## src/rtl/shared_bus_pkg.sv

```systemverilog
// Shared types for the bus transfer block that sits behind the 2-master arbiter.
package shared_bus_pkg;
  typedef enum logic [1:0] {IDLE, XFER, DONE, RELEASE} xfer_state_t;
  localparam logic [1:0] GRANT_M0 = 2'b01;
  localparam logic [1:0] GRANT_M1 = 2'b10;
  typedef logic owner_t;
endpackage

```

## src/rtl/xfer_beat_counter.sv

```systemverilog
// Beat counter for one granted burst; last flags the final beat of the burst.
module xfer_beat_counter #(
  parameter int BURST_LEN = 4
) (
  input  logic clk,
  input  logic rst,
  input  logic clear,
  input  logic inc,
  output logic last
);
  localparam int CNT_W = $clog2(BURST_LEN) + 1;
  localparam logic [CNT_W-1:0] LAST_CNT = CNT_W'(BURST_LEN - 1);

  logic [CNT_W-1:0] cnt;

  always_ff @(posedge clk or posedge rst) begin
    if (rst)        cnt <= '0;
    else if (clear) cnt <= '0;
    else if (inc)   cnt <= cnt + 1'b1;
  end

  assign last = (cnt == LAST_CNT);
endmodule

```

## src/rtl/shared_bus_xfer.sv

```systemverilog
// Owns the shared bus for the granted master, counts a fixed burst, then
// pulses done (or abort on grant loss) and releases the bus for one cycle.
module shared_bus_xfer
  import shared_bus_pkg::*;
#(
  parameter int DATA_W    = 8,
  parameter int BURST_LEN = 4
) (
  input  logic              clk,
  input  logic              rst,
  input  logic [1:0]        grant,
  input  logic              valid0,
  input  logic [DATA_W-1:0] wdata0,
  input  logic              valid1,
  input  logic [DATA_W-1:0] wdata1,
  input  logic              bus_ready,
  output logic              bus_valid,
  output logic [DATA_W-1:0] bus_data,
  output logic [1:0]        done,
  output logic              abort,
  output logic              err,
  output logic              busy
);
  xfer_state_t state;
  owner_t      owner;
  logic        granted;
  logic        beat;
  logic        last;
  logic        clear;
  logic        inc;

  assign granted   = grant[owner];
  assign bus_valid = (state == XFER) && (owner ? valid1 : valid0);
  assign bus_data  = bus_valid ? (owner ? wdata1 : wdata0) : '0;
  assign beat      = bus_valid && bus_ready;
  assign busy      = (state != IDLE);

  // A beat in the same cycle as a grant loss is not counted.
  assign clear = (state == IDLE);
  assign inc   = (state == XFER) && granted && beat;

  xfer_beat_counter #(
    .BURST_LEN(BURST_LEN)
  ) u_cnt (
    .clk  (clk),
    .rst  (rst),
    .clear(clear),
    .inc  (inc),
    .last (last)
  );

  always_ff @(posedge clk or posedge rst) begin
    if (rst) begin
      state <= IDLE;
      owner <= 1'b0;
      done  <= 2'b00;
      abort <= 1'b0;
      err   <= 1'b0;
    end else begin
      done  <= 2'b00;
      abort <= 1'b0;
      case (state)
        IDLE: begin
          if (grant == GRANT_M0) begin
            owner <= 1'b0;
            state <= XFER;
          end else if (grant == GRANT_M1) begin
            owner <= 1'b1;
            state <= XFER;
          end else if (grant == 2'b11) begin
            err <= 1'b1;
          end
        end
        XFER: begin
          if (!granted) begin
            abort <= 1'b1;
            state <= RELEASE;
          end else if (beat && last) begin
            done[owner] <= 1'b1;
            state       <= DONE;
          end
        end
        DONE:    state <= RELEASE;
        // Covers the arbiter's registered lag after the request drops.
        RELEASE: state <= IDLE;
        default: state <= IDLE;
      endcase
    end
  end
endmodule
```

## config.mk

```make
export PLATFORM = sky130hd
export DESIGN_NAME = shared_bus_xfer
export DESIGN_NICKNAME = d
export VERILOG_FILES = /design/src/rtl/shared_bus_pkg.sv /design/src/rtl/xfer_beat_counter.sv /design/src/rtl/shared_bus_xfer.sv
export SDC_FILE = /design/constraint.sdc
export NUM_CORES = 1
export LEC_CHECK = 0
export BUFFER_PORTS_ARGS = -buffer_cell sky130_fd_sc_hd__buf_2
export CORE_MARGIN = 2
export CORE_UTILIZATION = 40
export CTS_CLUSTER_SIZE = 30
export DETAILED_ROUTE_END_ITERATION = 10
export GPL_TIMING_DRIVEN = 1
export PLACE_DENSITY = 0.72
export SYNTH_ARGS = -nofsm -noshare
export SYNTH_HDL_FRONTEND = slang
export SYNTH_SLANG_ARGS = --single-unit
```

## constraint.sdc

```tcl
create_clock -name clk -period 2.4 [get_ports clk]
set_input_delay 0.24 -clock clk [delete_from_list [all_inputs] [get_ports clk]]
set_output_delay 0.24 -clock clk [all_outputs]
set_load 0.05 [all_outputs]
```

# Word level (Yosys, flattened, before mapping)
# Index checks and enable logic that the tools add are counted.
# word_totals
reg_bits	10
latchBits	0
ram_bits	0
romBits	0
out_inout_bits	14
elab_cells	54
n_memories	0
# classes
addsub	1
n_mul	0
div	0
n_lt_le_gt_ge	2
eq_ne	9
shift	0
n_mux	21
n_bitwise	2
n_reduce_logical	13
# ops
op	n
two-way mux 8 bit	2
two-way mux 2 bit	7
== test 2 bit (second input constant)	4
two-way mux 1 bit	8
case mux 2 bit (4 select lines)	1
logical AND 1 bit	6
two-way mux 3 bit	2
nonzero test 2 bit	3
== test 2 x 1 -> 1 bit (second input constant)	2
AND reduction 2 bit	2
AND reduction 4 bit	1
adder 3 x 1 -> 3 bit (second input constant)	1
== test 3 x 2 -> 1 bit (second input constant)	1
!= test 3 x 1 -> 1 bit (second input constant)	1
!= test 3 x 2 -> 1 bit (second input constant)	1
zero test 2 bit	1
less-than comparator 1 x 2 -> 1 bit (second input constant)	1
inverter 1 bit	2
demux 1 bit (select 1 bit)	1
>= comparator 1 bit (second input constant)	1

# Longest topological paths before layout
# depth
word_depth	7
mapped_depth	6

# By module
# Synthesis repeated with hierarchy kept, for this count alone.
# unflattened
hier_cells	80
hier_area_um2	757.0
# by_module_without_submodules
mod	instances	cells_per_inst	area_each_um2
shared_bus_xfer	1	67	611.8
xfer_beat_counter	1	13	145.1

# Worst setup path before layout
# OpenSTA, ideal clock, no wires.
# synth_path
path_type	register to output
startpoint	register state[1]
endpoint	output port bus_data[0]
arrival_ps	1572
required_time_ps	2160
setup_slack_ps	588
path_stages_with_launch	5
path_cell_list	dfrtp_1 inv_1 ha_1 nand2_1 nor2_1
# synth_between
elab_chain_len	3
# synth_lines
element	line	text
start, declared	shared_bus_xfer.sv:24	xfer_state_t state;
start signal, assigned	shared_bus_xfer.sv:54	state <= IDLE;
start signal, assigned	shared_bus_xfer.sv:66	state <= XFER;
start signal, assigned	shared_bus_xfer.sv:69	state <= XFER;
== test 2 x 1 -> 1 bit	shared_bus_xfer.sv:33	assign bus_valid = (state == XFER) && (owner ? valid1 : valid0);
logical AND 1 bit	shared_bus_xfer.sv:33	
two-way mux 8 bit	shared_bus_xfer.sv:34	assign bus_data = bus_valid ? (owner ? wdata1 : wdata0) : '0;
end, declared	shared_bus_xfer.sv:18	output logic [DATA_W-1:0] bus_data,
# Every way passes these cells.

# Worst setup path in the final report
# layout_path
startpoint	register owner
endpoint	output port bus_data[5]
# layout_between
elab_chain_len	3
elab_cells_between_ends	4
cone_classes	3 x mux; 1 x reduce/logical
# layout_lines
element	line	text
start, declared	shared_bus_xfer.sv:25	owner_t owner;
start signal, assigned	shared_bus_xfer.sv:55	owner <= 1'b0;
start signal, assigned	shared_bus_xfer.sv:65	owner <= 1'b0;
start signal, assigned	shared_bus_xfer.sv:68	owner <= 1'b1;
two-way mux 1 bit	shared_bus_xfer.sv:33	
logical AND 1 bit	shared_bus_xfer.sv:33	
two-way mux 8 bit *	shared_bus_xfer.sv:34	
# Mark *: on every way between the ends. The rest lies on a longest branch, timed or not.

==> results.sh <==
export IMPL_status="complete, no violations"
export IMPL_async_flop_share_pct=100
export IMPL_path_buf_inv=1
export IMPL_cts_tree="yes"
export IMPL_start_util_pct=41.9
export IMPL_fin_nets=145
export IMPL_setup_viol=0
export IMPL_post_route_min_period_ns=2.13
export IMPL_ys_top_cells_by_area="dfrtp_1, ha_1, mux2i_1, nor2_1, inv_1"
export IMPL_crit_chain="mux2_4, nand2_1, nor2_1, buf_2"
export IMPL_final_cell_area_um2=925
export IMPL_fmax_mhz=470
export IMPL_clockBufferDepth=2
export IMPL_first_pass_iters=4
export IMPL_ios=37
export IMPL_first_global_vias=528
export IMPL_synth_fp_nets=105
export IMPL_leakagePower_nw=0.542
export IMPL_n_antenna_cell=0
export IMPL_cp_top_family="flip-flops"
export IMPL_num_rows=15
export IMPL_grt_pass1_wl_um=2240
export IMPL_synth_seq_cells=10
export IMPL_hold_violations=0
export IMPL_r2r_start="owner"
export IMPL_timing_reg2reg_setup_slack_ns=0.57
export IMPL_htree_levels=1
export IMPL_synthFlopType="dfrtp_1"
export IMPL_synthDominantCellAreaShare_pct=35.4
export IMPL_root_buffer="clkbuf_4"
export IMPL_synth_area_um2=707
export IMPL_overflow=0
export IMPL_critPathLaunchType="register"
export IMPL_required_ns=2.16
export IMPL_final_layout_size_suffix_gt1_share_pct=39.3
export IMPL_critPathSlowestCell="dfrtp_1"
export IMPL_grt_start_max_net_pins=15
export IMPL_mostFrequentLayoutCell="buf_2"
export IMPL_wirelength_um=1500
export IMPL_holdCritPathClass="primary input to register"
export IMPL_clk_pin_slew_ns=0.07
export IMPL_routabilityCongestion=0.695
export IMPL_drc=0
export IMPL_cap_violations=0
export IMPL_core_area_um2=1690
export IMPL_drv_slew=0
export IMPL_io_buffers=36
export IMPL_viasPerCell=5.01
export IMPL_relSlewSlack_pct=60.2
export IMPL_critical_path_max_fanout=14
export IMPL_ys_seq_area_share_pct=35.4
export IMPL_p_total_mw=1.01
export IMPL_clock_latency_ns=0.26
export IMPL_cp_end_kind="output pin"
export IMPL_syn2layout_area_growth_pct=30.8
export IMPL_path_class="register to output pin"
export IMPL_peakVddDrop_uv=447
export IMPL_die_area_um2=2120
export IMPL_crit_end="bus_data[5]"
export IMPL_crit_arrival_ns=1.89
export IMPL_syn_instance_count=74
export IMPL_ctsResizeCount=0
export IMPL_rsz0062_at_grt="false"
export IMPL_placedInstanceArea_um2=892
export IMPL_fin_skew_ns=0.00489
export IMPL_die_h_um=46.0
export IMPL_period_share_pct=88.7
export IMPL_synth_edff_count=0
export IMPL_antenna_found_initial=0
export IMPL_synthDistinctLibCells=26
export IMPL_dp_final_hpwl_um=1250
export IMPL_dieWidth_um=46.0
export IMPL_slowest_delay_ns=0.72
export IMPL_vias=646
export IMPL_final_cell_mix="buf_2, nor2_1, dfrtp_1, mux2i_1"
export IMPL_yosysWarnings=0
export IMPL_worst_slew_pin_slew_ns=0.598
export IMPL_reg2regPathDepth=4
export IMPL_startpoint="owner"
export IMPL_synth_largest_area_cell="dfrtp_1"
export IMPL_cp_depth=4
export IMPL_syn_avg_cell_area_um2=9.55
export IMPL_fin_setup_tns_ns=0
export IMPL_detail_route_iter0_violations=6
export IMPL_grt_use_total_pct=15.1
export IMPL_avgRoutedWirePerCell_um=11.6
export IMPL_cts_sinks=10
export IMPL_r2r_end="state[1]"
export IMPL_cts_inserted_buffers=3
export IMPL_ant_nets=0
export IMPL_power_density_nw_per_um2=1090
==> per-layer routing <==
layer	GRT usage [%]	up-vias	routed length, um
met3	4.76	5	41
li1	-	328	-
met1	18.7	301	655
met5	0	-	0
met2	23.6	12	770
met4	6.86	0	32
==> timing repair <==
item,4_1_cts,5_1_grt
setup buffers,0,0
hold buffers,1,0
endpoints found under the hold margin,10,0
==> Yosys cell counts (2+ instances only) <==
cell,n
nor2_1,11
dfrtp_1,10
mux2i_1,9
ha_1,8
inv_1,8
nand2_1,4
a21oi_1,2
nor3_1,2
o211ai_1,2
o21ai_0,2
==> worst reg2reg max path: stages, from the launching register on <==
cell and delay (ns):
dfrtp_1 0.72, mux2_4 0.29, nand4_2 0.15, a31oi_1 0.22
mux2_1 0.33
==> layout make-up <==
cell class | instances | area (um^2)
sequential | 10 | 250
multi-input combinational | 54 | 410
timing repair buffer | 37 | 190
inverter | 8 | 30.0
clock buffer | 3 | 22.5
tap | 17 | 21.3
fill | 151 | 764
==> metrics by stage <==
step / setup WS [ns] / std cells / hold WS (ns) / util [%]
after floorplan: 0.588 / 74 / 0.0802 / -
after global placement: 0.594 / 125 / 0.231 / 52.8
after detailed placement: 0.566 / 125 / 0.247 / 52.8
after CTS: 0.270 / 129 / 0.279 / 54.7
after global routing: 0.143 / 129 / 0.289 / 54.7
final: 0.272 / 129 / 0.282 / 54.7
==> registers in the layout, indices dropped and copies added, names as in the netlist <==
name and flops:
err 1, state 2, owner 1, abort 1, u_cnt.cnt 3, done 2
==> power by group <==
part	switching, mW	internal, mW	leakage [nW]
clock	0.0567	0.0579	0.0138
combinational	0.386	0.218	0.400
sequential	0.0740	0.220	0.128
total	0.516	0.496	0.542
==> worst min-delay path by stage <==
stage               cells past startpoint  startpoint      end  slack, ns
floorplan                               1         rst    abort       0.08
global placement                        2         rst    abort       0.23
detailed placement                      2         rst    abort       0.25
CTS                                     3    grant[1]  done[1]       0.28
global route                            3    grant[1]  done[1]       0.29
finish                                  3    grant[1]  done[1]       0.28
==> cell families after synthesis <==
family	count (synthesis)	share of synthesized area [%]
AO/OA/AOI/OAI	9	8.14
XOR/XNOR	1	1.24
adder cells (fa/ha/maj)	8	14.2
buffers and inverters	10	6.55
flip-flops	10	35.4
multiplexers	12	18.1
AND/OR/NAND/NOR	24	16.5
Note: power is estimated with default switching activity, not from simulation.
